**src/rtl/upe_pkg.sv**
```systemverilog
// Shared encodings for the unit-processing-element blocks: operation modes and
// the serial FSM state type.
package upe_pkg;

    typedef logic [1:0] upe_mode_t;

    localparam upe_mode_t UPE_MODE_PASS = 2'b00;
    localparam upe_mode_t UPE_MODE_NEG  = 2'b01;
    localparam upe_mode_t UPE_MODE_ABS  = 2'b10;

    typedef enum logic [1:0] {
        ST_IDLE,
        ST_RUN,
        ST_DONE
    } upe_state_e;

endpackage

```
**src/rtl/upe_negate_serial_if.sv**
```systemverilog
// Operand/result handshake bundle for upe_negate_serial; the slave modport is the
// block side, the master modport is the producer/consumer side.
interface upe_negate_serial_if #(
    parameter int WIDTH = 64
);
    logic                 in_valid;
    logic                 in_ready;
    logic [WIDTH-1:0]     in_data;
    upe_pkg::upe_mode_t   in_mode;
    logic                 out_valid;
    logic                 out_ready;
    logic [WIDTH-1:0]     out_data;
    logic                 out_ovf;

    modport slave (
        input  in_valid, in_data, in_mode, out_ready,
        output in_ready, out_valid, out_data, out_ovf
    );

    modport master (
        output in_valid, in_data, in_mode, out_ready,
        input  in_ready, out_valid, out_data, out_ovf
    );
endinterface

```
**src/rtl/upe_negate_digit.sv**
```systemverilog
// One DIGIT-bit slice of the serial two's-complement negator: ~x + carry when
// invert is set, straight copy (carry out 0) otherwise.
module upe_negate_digit #(
    parameter int DIGIT = 1
) (
    input  logic [DIGIT-1:0] bits_i,
    input  logic             carry_i,
    input  logic             invert_i,
    output logic [DIGIT-1:0] bits_o,
    output logic             carry_o
);
    logic [DIGIT-1:0] x;
    logic [DIGIT:0]   sum;

    assign x       = bits_i ^ {DIGIT{invert_i}};
    assign sum     = {1'b0, x} + {{DIGIT{1'b0}}, carry_i & invert_i};
    assign bits_o  = sum[DIGIT-1:0];
    assign carry_o = sum[DIGIT];
endmodule

```
**src/rtl/upe_negate_serial.sv**
```systemverilog
// Digit-serial pass / negate / abs unit: the operand sits in one shift register,
// result digits re-enter at the MSB end, and that register is the result.
module upe_negate_serial
    import upe_pkg::*;
#(
    parameter int WIDTH = 64,
    parameter int DIGIT = 1
) (
    input  logic clk,
    input  logic reset,
    upe_negate_serial_if.slave bus
);
    localparam int NDIG = WIDTH / DIGIT;
    localparam int CW   = $clog2(NDIG + 1);
    localparam logic [WIDTH-1:0] MOST_NEG = {1'b1, {(WIDTH-1){1'b0}}};

    upe_state_e       state_q, state_d;
    logic [WIDTH-1:0] data_q, data_d;
    logic [CW-1:0]    cnt_q, cnt_d;
    logic             carry_q, carry_d;
    logic             inv_q, inv_d;
    logic             ovf_q, ovf_d;

    logic [DIGIT-1:0] dig_bits;
    logic             dig_carry;
    logic [WIDTH-1:0] shifted;

    upe_negate_digit #(.DIGIT(DIGIT)) u_digit (
        .bits_i   (data_q[DIGIT-1:0]),
        .carry_i  (carry_q),
        .invert_i (inv_q),
        .bits_o   (dig_bits),
        .carry_o  (dig_carry)
    );

    generate
        if (DIGIT == WIDTH) begin : g_single
            assign shifted = dig_bits;
        end else begin : g_shift
            assign shifted = {dig_bits, data_q[WIDTH-1:DIGIT]};
        end
    endgenerate

    always_ff @(posedge clk) begin
        if (reset) begin
            state_q <= ST_IDLE;
            data_q  <= '0;
            cnt_q   <= '0;
            carry_q <= 1'b0;
            inv_q   <= 1'b0;
            ovf_q   <= 1'b0;
        end else begin
            state_q <= state_d;
            data_q  <= data_d;
            cnt_q   <= cnt_d;
            carry_q <= carry_d;
            inv_q   <= inv_d;
            ovf_q   <= ovf_d;
        end
    end

    always_comb begin
        state_d = state_q;
        data_d  = data_q;
        cnt_d   = cnt_q;
        carry_d = carry_q;
        inv_d   = inv_q;
        ovf_d   = ovf_q;
        case (state_q)
            ST_IDLE: begin
                if (bus.in_valid) begin
                    data_d  = bus.in_data;
                    cnt_d   = '0;
                    carry_d = 1'b1;
                    // Mode is reduced to a single invert decision at acceptance.
                    inv_d   = (bus.in_mode == UPE_MODE_NEG) ||
                              ((bus.in_mode == UPE_MODE_ABS) && bus.in_data[WIDTH-1]);
                    ovf_d   = ((bus.in_mode == UPE_MODE_NEG) || (bus.in_mode == UPE_MODE_ABS)) &&
                              (bus.in_data == MOST_NEG);
                    state_d = ST_RUN;
                end
            end
            ST_RUN: begin
                data_d  = shifted;
                carry_d = dig_carry;
                cnt_d   = cnt_q + CW'(1);
                if (cnt_q == CW'(NDIG - 1)) begin
                    state_d = ST_DONE;
                end
            end
            ST_DONE: begin
                if (bus.out_ready) begin
                    state_d = ST_IDLE;
                end
            end
            default: state_d = ST_IDLE;
        endcase
    end

    assign bus.in_ready  = (state_q == ST_IDLE);
    assign bus.out_valid = (state_q == ST_DONE);
    assign bus.out_data  = data_q;
    assign bus.out_ovf   = ovf_q;
endmodule
```
**src/flat_wrapper.sv**
```systemverilog
// flat-port wrapper written by rule: the top's interface ports become plain ports
module upe_negate_serial_flat import upe_pkg::*;
#(
    parameter int WIDTH = 64,
    parameter int DIGIT = 1
)
  (clk, reset, bus_in_valid, bus_in_data, bus_in_mode, bus_out_ready, bus_in_ready, bus_out_valid, bus_out_data, bus_out_ovf);
  upe_negate_serial_if #(.WIDTH(WIDTH)) bus_i ();
  input  logic clk;
  input  logic reset;
  input wire logic [$bits(bus_i.in_valid)-1:0] bus_in_valid;
  input wire logic [$bits(bus_i.in_data)-1:0] bus_in_data;
  input wire logic [$bits(bus_i.in_mode)-1:0] bus_in_mode;
  input wire logic [$bits(bus_i.out_ready)-1:0] bus_out_ready;
  output wire logic [$bits(bus_i.in_ready)-1:0] bus_in_ready;
  output wire logic [$bits(bus_i.out_valid)-1:0] bus_out_valid;
  output wire logic [$bits(bus_i.out_data)-1:0] bus_out_data;
  output wire logic [$bits(bus_i.out_ovf)-1:0] bus_out_ovf;
  assign bus_i.in_valid = bus_in_valid;
  assign bus_i.in_data = bus_in_data;
  assign bus_i.in_mode = bus_in_mode;
  assign bus_i.out_ready = bus_out_ready;
  assign bus_in_ready = bus_i.in_ready;
  assign bus_out_valid = bus_i.out_valid;
  assign bus_out_data = bus_i.out_data;
  assign bus_out_ovf = bus_i.out_ovf;
  upe_negate_serial #(.WIDTH(WIDTH), .DIGIT(DIGIT)) u_core (.clk(clk), .reset(reset), .bus(bus_i));
endmodule
```
**config.mk**
```make
export PLATFORM = sky130hd
export DESIGN_NAME = upe_negate_serial_flat
export DESIGN_NICKNAME = d
export VERILOG_FILES = /design/src/rtl/upe_pkg.sv /design/src/rtl/upe_negate_serial_if.sv /design/src/rtl/upe_negate_digit.sv /design/src/rtl/upe_negate_serial.sv /design/src/flat_wrapper.sv
export SDC_FILE = /design/constraint.sdc
export NUM_CORES = 1
export LEC_CHECK = 0
export BUFFER_PORTS_ARGS = -buffer_cell sky130_fd_sc_hd__buf_4
export CORE_ASPECT_RATIO = 0.8
export CORE_MARGIN = 5
export CORE_UTILIZATION = 30
export DETAILED_ROUTE_END_ITERATION = 8
export GPL_TIMING_DRIVEN = 0
export REMOVE_ABC_BUFFERS = 1
export SKIP_CTS_REPAIR_TIMING = 1
export SLEW_MARGIN = 20
export SYNTH_ARGS = -nofsm -noshare
export SYNTH_HDL_FRONTEND = slang
export SYNTH_SLANG_ARGS = --single-unit
```
**constraint.sdc**
```tcl
create_clock -name clk -period 1.6 [get_ports clk]
set_clock_uncertainty 0.1 [all_clocks]
set_input_delay 0.24 -clock clk [delete_from_list [all_inputs] [get_ports clk]]
set_output_delay 0.24 -clock clk [all_outputs]
set_load 0.03 [all_outputs]
```
==> metrics list, run 1 <==
- After technology mapping, the gate count stands at ~410.
- Post-synthesis cell area: 0.00327 mm^2
- Setup repair after global routing could not meet its margin everywhere.
* I/O pin cnt: approximately 140
* Antenna violations before repair: 0
- The worst register-to-register path has a depth of 7.
* Overall Global Routing Usage: between 10% and 20%
- Number of H-tree levels: 3
- Capturing element of the worst setup path: u_core.cnt_q[0]
* Cell type of the slowest stage on the worst timing path: sky130_fd_sc_hd__dfxtp_4
- CORE AREA: 0.0108 mm^2
- The cell sitting at the root of the clock tree is a sky130_fd_sc_hd__clkbuf_16.
* Outcome: complete, no violations
- From bottom edge to top edge, the die measures ~100 um.
- Transition time of the tightest slew-check pin: ~0.6 ns
- The worst register-to-register path begins at u_core.state_q[0].
- The multi-input combinational cells in the finished layout cover a total of 0.00168 mm^2.
- Share of synthesized area occupied by flip-flops and latches: 46.5%
- Global routing finished with a remaining overflow of 0.
- DRC violation count after routing: 0
* Main flop type after synthesis: sky130_fd_sc_hd__dfxtp_1
- During synthesis, Yosys emitted a total of 0 warnings.
- In this run the horizontal extent of the chip is 127 um.
* P&R area growth vs syn: 47.0%
- For this run, the post-layout net count is 617.
- The first routing iteration left between 200 and 250 violations.
- Summing over every cut layer, the via total after detailed routing is 3,567.
- Reported leakage power: 0.00200 uW
- Fillers: about 1,100
- CP required: 1.70 ns
- Global-route wire length before repair: 17.1 mm
- Slack of the worst reg-to-reg path: about 0.0095 ns
- Half-perimeter wire length of the detailed placement result: between 7 and 8 mm
- After routing the design area is roughly 0.0048 mm^2.
- Per-cell routed wire length: 17.9 um
- In this design, the stage delay of the slowest critical-path cell is 0.40 ns.
- Min Clock Period, post-route: 1.59 ns
- Leaving out filler cells and counting taps, the final layout contains 690.
- For this run, asynchronously set or reset flops after synthesis account for 0%.
- Worst-case clock buffer depth: 2
- Effective utilization at floorplan: between 30% and 40%
* Avg Cell Area, Syn: 7.96 um^2
- Number of setup violations in the final report: 0
* Hold violation total from the final report: 0
* Netlist cell types: 37
- The via count of the first global-routing pass is 3,242.
- # diodes: 0
- The min-delay analysis places its worst path in the category in2reg.
- Of all nets on the critical path, the largest fanout is 16.
- The endpoint identified for the worst register-to-register timing path is u_core.cnt_q[0].
- Areal power density over the cells: about 1200 mW/mm^2
- Setup slack at placement: -0.413 ns
- At the later pin of the worst-skew pair, clock insertion delay measures 0.33 ns.
- Clock transition at path regs: roughly 0.060 ns
* Critical path's most frequent cell: sky130_fd_sc_hd__buf_12
- TritonCTS built the clock tree.
- Type of element capturing the critical path: flop
* Arrival time at the worst endpoint: 1.69 ns
- Ratio of cells with drive above 1 in the final layout: about a third
- After layout, the worst setup slack is 0.00954 ns.
* Crit path cell chain: nor3b_4, buf_8, buf_12, nor2_4, buf_12, a21oi_2, nor2_1
- Pre-antenna DRT Iters: 5
- The clock net in this run drives a total of 76 sinks.
- The congestion estimate from routability-driven global placement came to 0.785.
* Placed insts: 662
- IR analysis of the VDD net gives a maximum drop of 0.531 mV.
* Critical path start-end classification: reg2reg
* Max-capacitance violation count: 0
* Normalized max-slew margin: approximately 61%
- The sequential cells in the finished layout cover a total of 0.00153 mm^2.
* Num CTS Buffers: 9
* Post-route clock period utilization: 99.4%
* Placed Area: 0.00434 mm^2
- Input and output buffers added on the ports amount to 136.
* Number of placement rows: 34
* Kind of start point of the critical path: flop
* Vias/cell: 5.17
- Die Area: 0.0131 mm^2
* Sum of routed wire length over all layers: 12.3 mm
* Start point of the critical path: u_core.state_q[0]
- Fin Hold WS: 0.118 ns
- The count of nets left with antenna violations once routing finished came out at 0.
* FF+latch count, synth: 76
* Max Clock Freq: 0.629 GHz
* Pins Over Slew Limit: 0
- Pin count of the biggest net entering global routing: 45
- EDFF count, synth: 0
* Total Negative Setup Slacks: 0 ns
state kept, by name, summed over array words and instances, names as in the netlist:
| signal | count |
|---|---|
| u_core.bus.out_data | 64 |
| u_core.cnt_q | 7 |
| u_core.state_q | 2 |
| u_core.bus.out_ovf | 1 |
| u_core.carry_q | 1 |
| u_core.inv_q | 1 |
through the flow:
step,power [uW],util [%]
floorplan,3100,-
global placement,3760,40.1
detailed placement,3790,40.4
CTS,5620,42.7
global route,6000,44.7
finish,5710,44.7
worst max-delay path: cells and delay by family, from the launching register on:
kind	cells	cell delay (ns)
buffers and inverters	3	0.47
flip-flops	1	0.40
AND/OR/NAND/NOR	3	0.35
AO/OA/AOI/OAI	1	0.13
final cells by class:
| class | count | share of cell area [%] |
|---|---|---|
| flip-flops and latches | 76 | 31.8 |
| clock buffers | 11 | 5.05 |
| inverters | 4 | 0.390 |
| repair buffers | 145 | 23.6 |
| repair inverters | 1 | 0.156 |
| clock inverters | 3 | 0.312 |
| multi-input cells | 306 | 35.0 |
| well taps | 144 | 3.75 |
worst min path at each step:
| stage | slack (ns) | endpoint | cells after the start | startpoint |
|---|---|---|---|---|
| global route | 0.11 | u_core.bus.out_data[40] | 3 | bus_in_data[40] |
| finish | 0.12 | u_core.bus.out_data[39] | 3 | bus_in_data[39] |
| global placement | 0.36 | u_core.bus.out_data[45] | 2 | u_core.bus.out_data[45] |
| detailed placement | 0.37 | u_core.bus.out_data[38] | 2 | u_core.bus.out_data[38] |
| floorplan | 0.21 | u_core.bus.out_data[32] | 1 | reset |
| CTS | 0.10 | u_core.bus.out_data[32] | 3 | bus_in_data[32] |
report_power, final:
group          switching (uW)  internal (uW)  total, uW  leakage [uW]
sequential                180           2090       2270      0.000628
combinational            1010            632       1640       0.00124
clock                     728           1070       1790      0.000131
total                    1920           3790       5710       0.00200
placed cells by master (no fill, tap or decap), drive strengths merged, types with 2 or more instances in the layout:
master      n
buf       145
dfxtp      76
nor2       75
nand2      39
a21oi      38
nor3       36
o21ai      35
a22oi      34
nor4       15
clkbuf     11
nand3       4
ha          4
and2b       4
inv         3
nand4       3
clkinv      3
clkinvlp    2
o21ba       2
nand2b      2
routing by layer:
metal / track usage, % / up-vias / routed length, um
met5: 0 / - / 0
met4: 3.71 / 0 / 69
met3: 5.49 / 7 / 799
met2: 25.8 / 113 / 5680
met1: 21.9 / 1717 / 5790
li1: - / 1730 / -
logic make-up after synthesis:
family | after synthesis | synth area share, %
and+or+nand+nor | 180 | 25.3
AOI/OAI and AO/OA | 115 | 21.1
DFF | 76 | 46.5
buffers and inverters | 35 | 5.32
adders and majority gates | 4 | 1.53
xor gates and xnor gates | 1 | 0.268
Yosys cell counts (3+ instances only):
cell type / n / area (um^2)
sky130_fd_sc_hd__inv_1: 4 / 15.0
sky130_fd_sc_hd__nand4_1: 3 / 18.8
sky130_fd_sc_hd__o21ai_0: 35 / 175
sky130_fd_sc_hd__nor4_1: 15 / 93.8
sky130_fd_sc_hd__clkbuf_1: 10 / 37.5
sky130_fd_sc_hd__nand3_1: 4 / 20.0
sky130_fd_sc_hd__a21oi_1: 38 / 190
sky130_fd_sc_hd__dfxtp_1: 76 / 1520
sky130_fd_sc_hd__nor3_1: 36 / 180
sky130_fd_sc_hd__ha_1: 4 / 50.1
sky130_fd_sc_hd__nor2_1: 73 / 274
sky130_fd_sc_hd__nand2_1: 38 / 143
sky130_fd_sc_hd__buf_2: 15 / 75.1
sky130_fd_sc_hd__a22oi_1: 34 / 255
sky130_fd_sc_hd__buf_4: 4 / 30.0
Power figures use the tool's default switching activity.
==> inputs of run 2 (changes only) <==
--- a/config.mk
+++ b/config.mk
@@ -11,6 +11,7 @@
 export CORE_UTILIZATION = 30
 export DETAILED_ROUTE_END_ITERATION = 8
 export GPL_TIMING_DRIVEN = 0
+export PLACE_DENSITY = 0.57
 export REMOVE_ABC_BUFFERS = 1
 export SKIP_CTS_REPAIR_TIMING = 1
 export SLEW_MARGIN = 20
==> constraint.sdc (replaced) <==
create_clock -name clk -period 2 [get_ports clk]
set_clock_uncertainty 0.1 [all_clocks]
set_input_delay 0.3 -clock clk [delete_from_list [all_inputs] [get_ports clk]]
set_output_delay 0.3 -clock clk [all_outputs]
set_load 0.03 [all_outputs]
==> run 2 against run 1 <==
Compared with the run above:
- total power down 19%
- utilization down 1.3 points
- via count down 4.6%
- sequential power down 20%
- combinational power down 27%
==> metrics list, run 2 (synthesis gave the netlist of run 1 again) <==
- The library cells used most frequently in the layout, excluding fill and tap cells, are 136 x sky130_fd_sc_hd__buf_4, 76 x sky130_fd_sc_hd__dfxtp_1, 73 x sky130_fd_sc_hd__nor2_1.
- The y dimension of the die came to 103 um (unchanged).
- Placed Area: 0.00434 mm^2 (about the same)
- Post-route clock period utilization: 89.2% (-10 points)
- Max Clock Freq: 0.561 GHz (-11%)
- The number of remaining DRC errors was 0 (unchanged).
- Setup repair after global routing missed its margin: false
- The root buffer cell chosen for the clock tree is sky130_fd_sc_hd__clkbuf_16.
- The sum of overflow across all layers after global routing came to 0 (unchanged).
* Area of the multi-input gates: 0.00161 mm^2 (-4.5%)
* Antenna violations before repair: 0 (unchanged)
* Number of placement rows: 34 (unchanged)
- Number of nets in the final layout: 604 (-2.1%)
- Pre-antenna DRT Iters: 4 (-1)
* CP required: 2.16 ns (+0.46 ns)
- The deepest clock path buffer count came to 2 (unchanged).
- Clock tree from TritonCTS: built
- Half-perimeter wire length of the detailed placement result: 7.49 mm (-0.69%)
- The CTS sink count came to 76 (unchanged).
- The overall die area was 0.0131 mm^2 (unchanged).
- The total via count in the routed design is 3,404 (-4.6%).
- The total global routing track utilization was 15.9% (-0.44 points).
- The number of cells on the worst reg-to-reg path came to 6 (-1).
* Worst Hold Class: in2reg
- The number of cells in the finished layout apart from fillers is 679 (-1.6%).
- Per-cell routed wire length: 15.7 um (-12%)
- Placed insts: 662 (unchanged)
- The ratio of cells with drive above 1 in the final layout is 29.9% (-2.7 points).
- Port Buffers: 136 (unchanged)
- Compared with the post-synthesis result, the final layout area differs by 42.8%.
- DRC marker count from the first detailed-route iteration: 214 (-2.3%)
* Start point of the critical path: u_core.state_q[0]
- Areal power density over the cells: 995 mW/mm^2 (-16%)
* Overall power: 4650 uW (-19%)
- The worst setup path is of the reg2reg kind.
- I/O pin cnt: 137 (unchanged)
* Effective utilization at floorplan: 30.4% (unchanged)
- Arrival time at the worst endpoint: 1.95 ns (+0.26 ns)
- The number of max-slew violations in the final report is 0 (unchanged).
- The leakage power figure was 0.00196 uW (-2.2%).
- The flip-flop count of the largest register after layout was 64 (unchanged).
- The library cell used most frequently in the layout, excluding fill and tap cells, is sky130_fd_sc_hd__buf_4.
- Worst ir drop on vdd: 0.369 mV (-31%)
- Max-capacitance violation count: 0 (unchanged)
- Global-route wire length before repair: 16.8 mm (-2.1%)
* Outcome: complete, no violations
* Die width: 127 um (unchanged)
- Antenna violation net count after detailed routing: 0 (unchanged)
* Final design instance area without fill: 0.00467 mm^2 (-2.9%)
- The layout filler cell count was 1,108 (+1.3%).
- The via count of the first global-routing pass came to 3,260 (+0.56%).
- Maximum fanout along the worst path: 19 (+3)
- The critical path ends at u_core.bus.out_data[57].
- The count of antenna diodes in the layout is 0 (unchanged).
* Startpoint of the worst-slack reg-to-reg timing path: u_core.state_q[0]
* Number of setup violations in the final report: 0 (unchanged)
- The worst setup slack for register-to-register paths is 0.22 ns (+0.21 ns).
- Min Clock Period, post-route: 1.78 ns (+0.193 ns)
- The clock input transition at the sequential cells of the worst setup and hold paths was 0.06 ns (about the same).
- Normalized max-slew margin: 41.2% (-19 points)
- In this run the critical register-to-register path is captured at u_core.bus.out_data[57].
- The via count normalized by instance count came to 5.01 (-3.0%).
- The clock insertion delay at the later pin of the skew report came to 0.33 ns (about the same).
- The weighted congestion at the end of routability-driven global placement was 0.803 (+2.3%).
* Total area of sequential cells: 0.00152 mm^2 (-0.49%)
- The slew at the pin closest to its max-slew limit is 0.880 ns (+0.294 ns).
- Hold violation total from the final report: 0 (unchanged)
* Pin count of the biggest net entering global routing: 45 (unchanged)
- Num CTS Buffers: 9 (unchanged)
- CORE AREA: 0.0108 mm^2 (unchanged)
- Fin Hold WS: 0.166 ns (+0.0484 ns)
- Sum of routed wire length over all layers: 10.7 mm (-14%)
- The deepest level of the CTS H-tree came to 3 (unchanged).
- The worst setup path is captured at a flop.
- STA classifies the critical path startpoint as a flop.
-- run 2: changes by cell type in the layout (fill, tap and decap cells not counted), moves of 2 or more --
cell | previous run | this run
sky130_fd_sc_hd__buf_4 | 141 | 136
sky130_fd_sc_hd__buf_12 | 3 | 0
sky130_fd_sc_hd__buf_6 | 0 | 2
sky130_fd_sc_hd__dfxtp_1 | 74 | 76
sky130_fd_sc_hd__dfxtp_4 | 2 | 0
-- run 2: area by class of cell --
cell class	count	area share, %
clock buffer	12	5.49
clock inverter	4	1.02
inverter	4	0.321
multi-input combinational	301	34.4
sequential	76	32.6
tap	144	3.86
timing repair buffer	138	22.3
-- run 2: critical path, cell delays in order (launching register included) --
cell and delay [ns]:
sky130_fd_sc_hd__dfxtp_1 0.50, sky130_fd_sc_hd__nor3b_4 0.09, sky130_fd_sc_hd__buf_6 0.18, sky130_fd_sc_hd__buf_6 0.18
sky130_fd_sc_hd__nor2_4 0.40, sky130_fd_sc_hd__nand2_1 0.11, sky130_fd_sc_hd__a21oi_1 0.15
-- run 2: per-stage QoR --
step,setup TNS (ns),setup slack [ns],utilization (%)
floorplan,-0.321,-0.173,-
global placement,-22.22,-0.671,40.1
detailed placement,-2.15,-0.102,40.3
CTS,-0.867,-0.0637,43.1
global route,0,0.0188,43.4
finish,0,0.217,43.4
-- run 2: report_power, final --
group	internal, uW	total (uW)	leakage (uW)	switching [uW]
Clock	1030	1650	0.000149	615
Combinational	446	1190	0.00118	747
Sequential	1670	1810	0.000627	133
Total	3150	4650	0.00196	1490
-- run 2: how the worst min path moves through the flow --
stage | endpoint | from | depth (start not counted)
3_5_place_dp | u_core.bus.out_data[43] | u_core.bus.out_data[43] | 2
2_1_floorplan | u_core.bus.out_data[32] | reset | 1
4_1_cts | u_core.bus.out_data[53] | bus_in_data[53] | 3
3_3_place_gp | u_core.bus.out_data[63] | u_core.bus.out_data[63] | 2
5_1_grt | u_core.bus.out_data[16] | bus_in_data[16] | 3
6_report | u_core.bus.out_data[53] | bus_in_data[53] | 3
-- run 2: routing by layer --
metal	share of wire, %	GRT usage, %	vias to the layer above	wire [um]
met3	8.3	6.52	11	887
met5	0	0	-	0
met1	46	21.1	1588	4900
met2	45	24.9	102	4800
met4	0.64	2.89	0	68
li1	-	-	1703	-
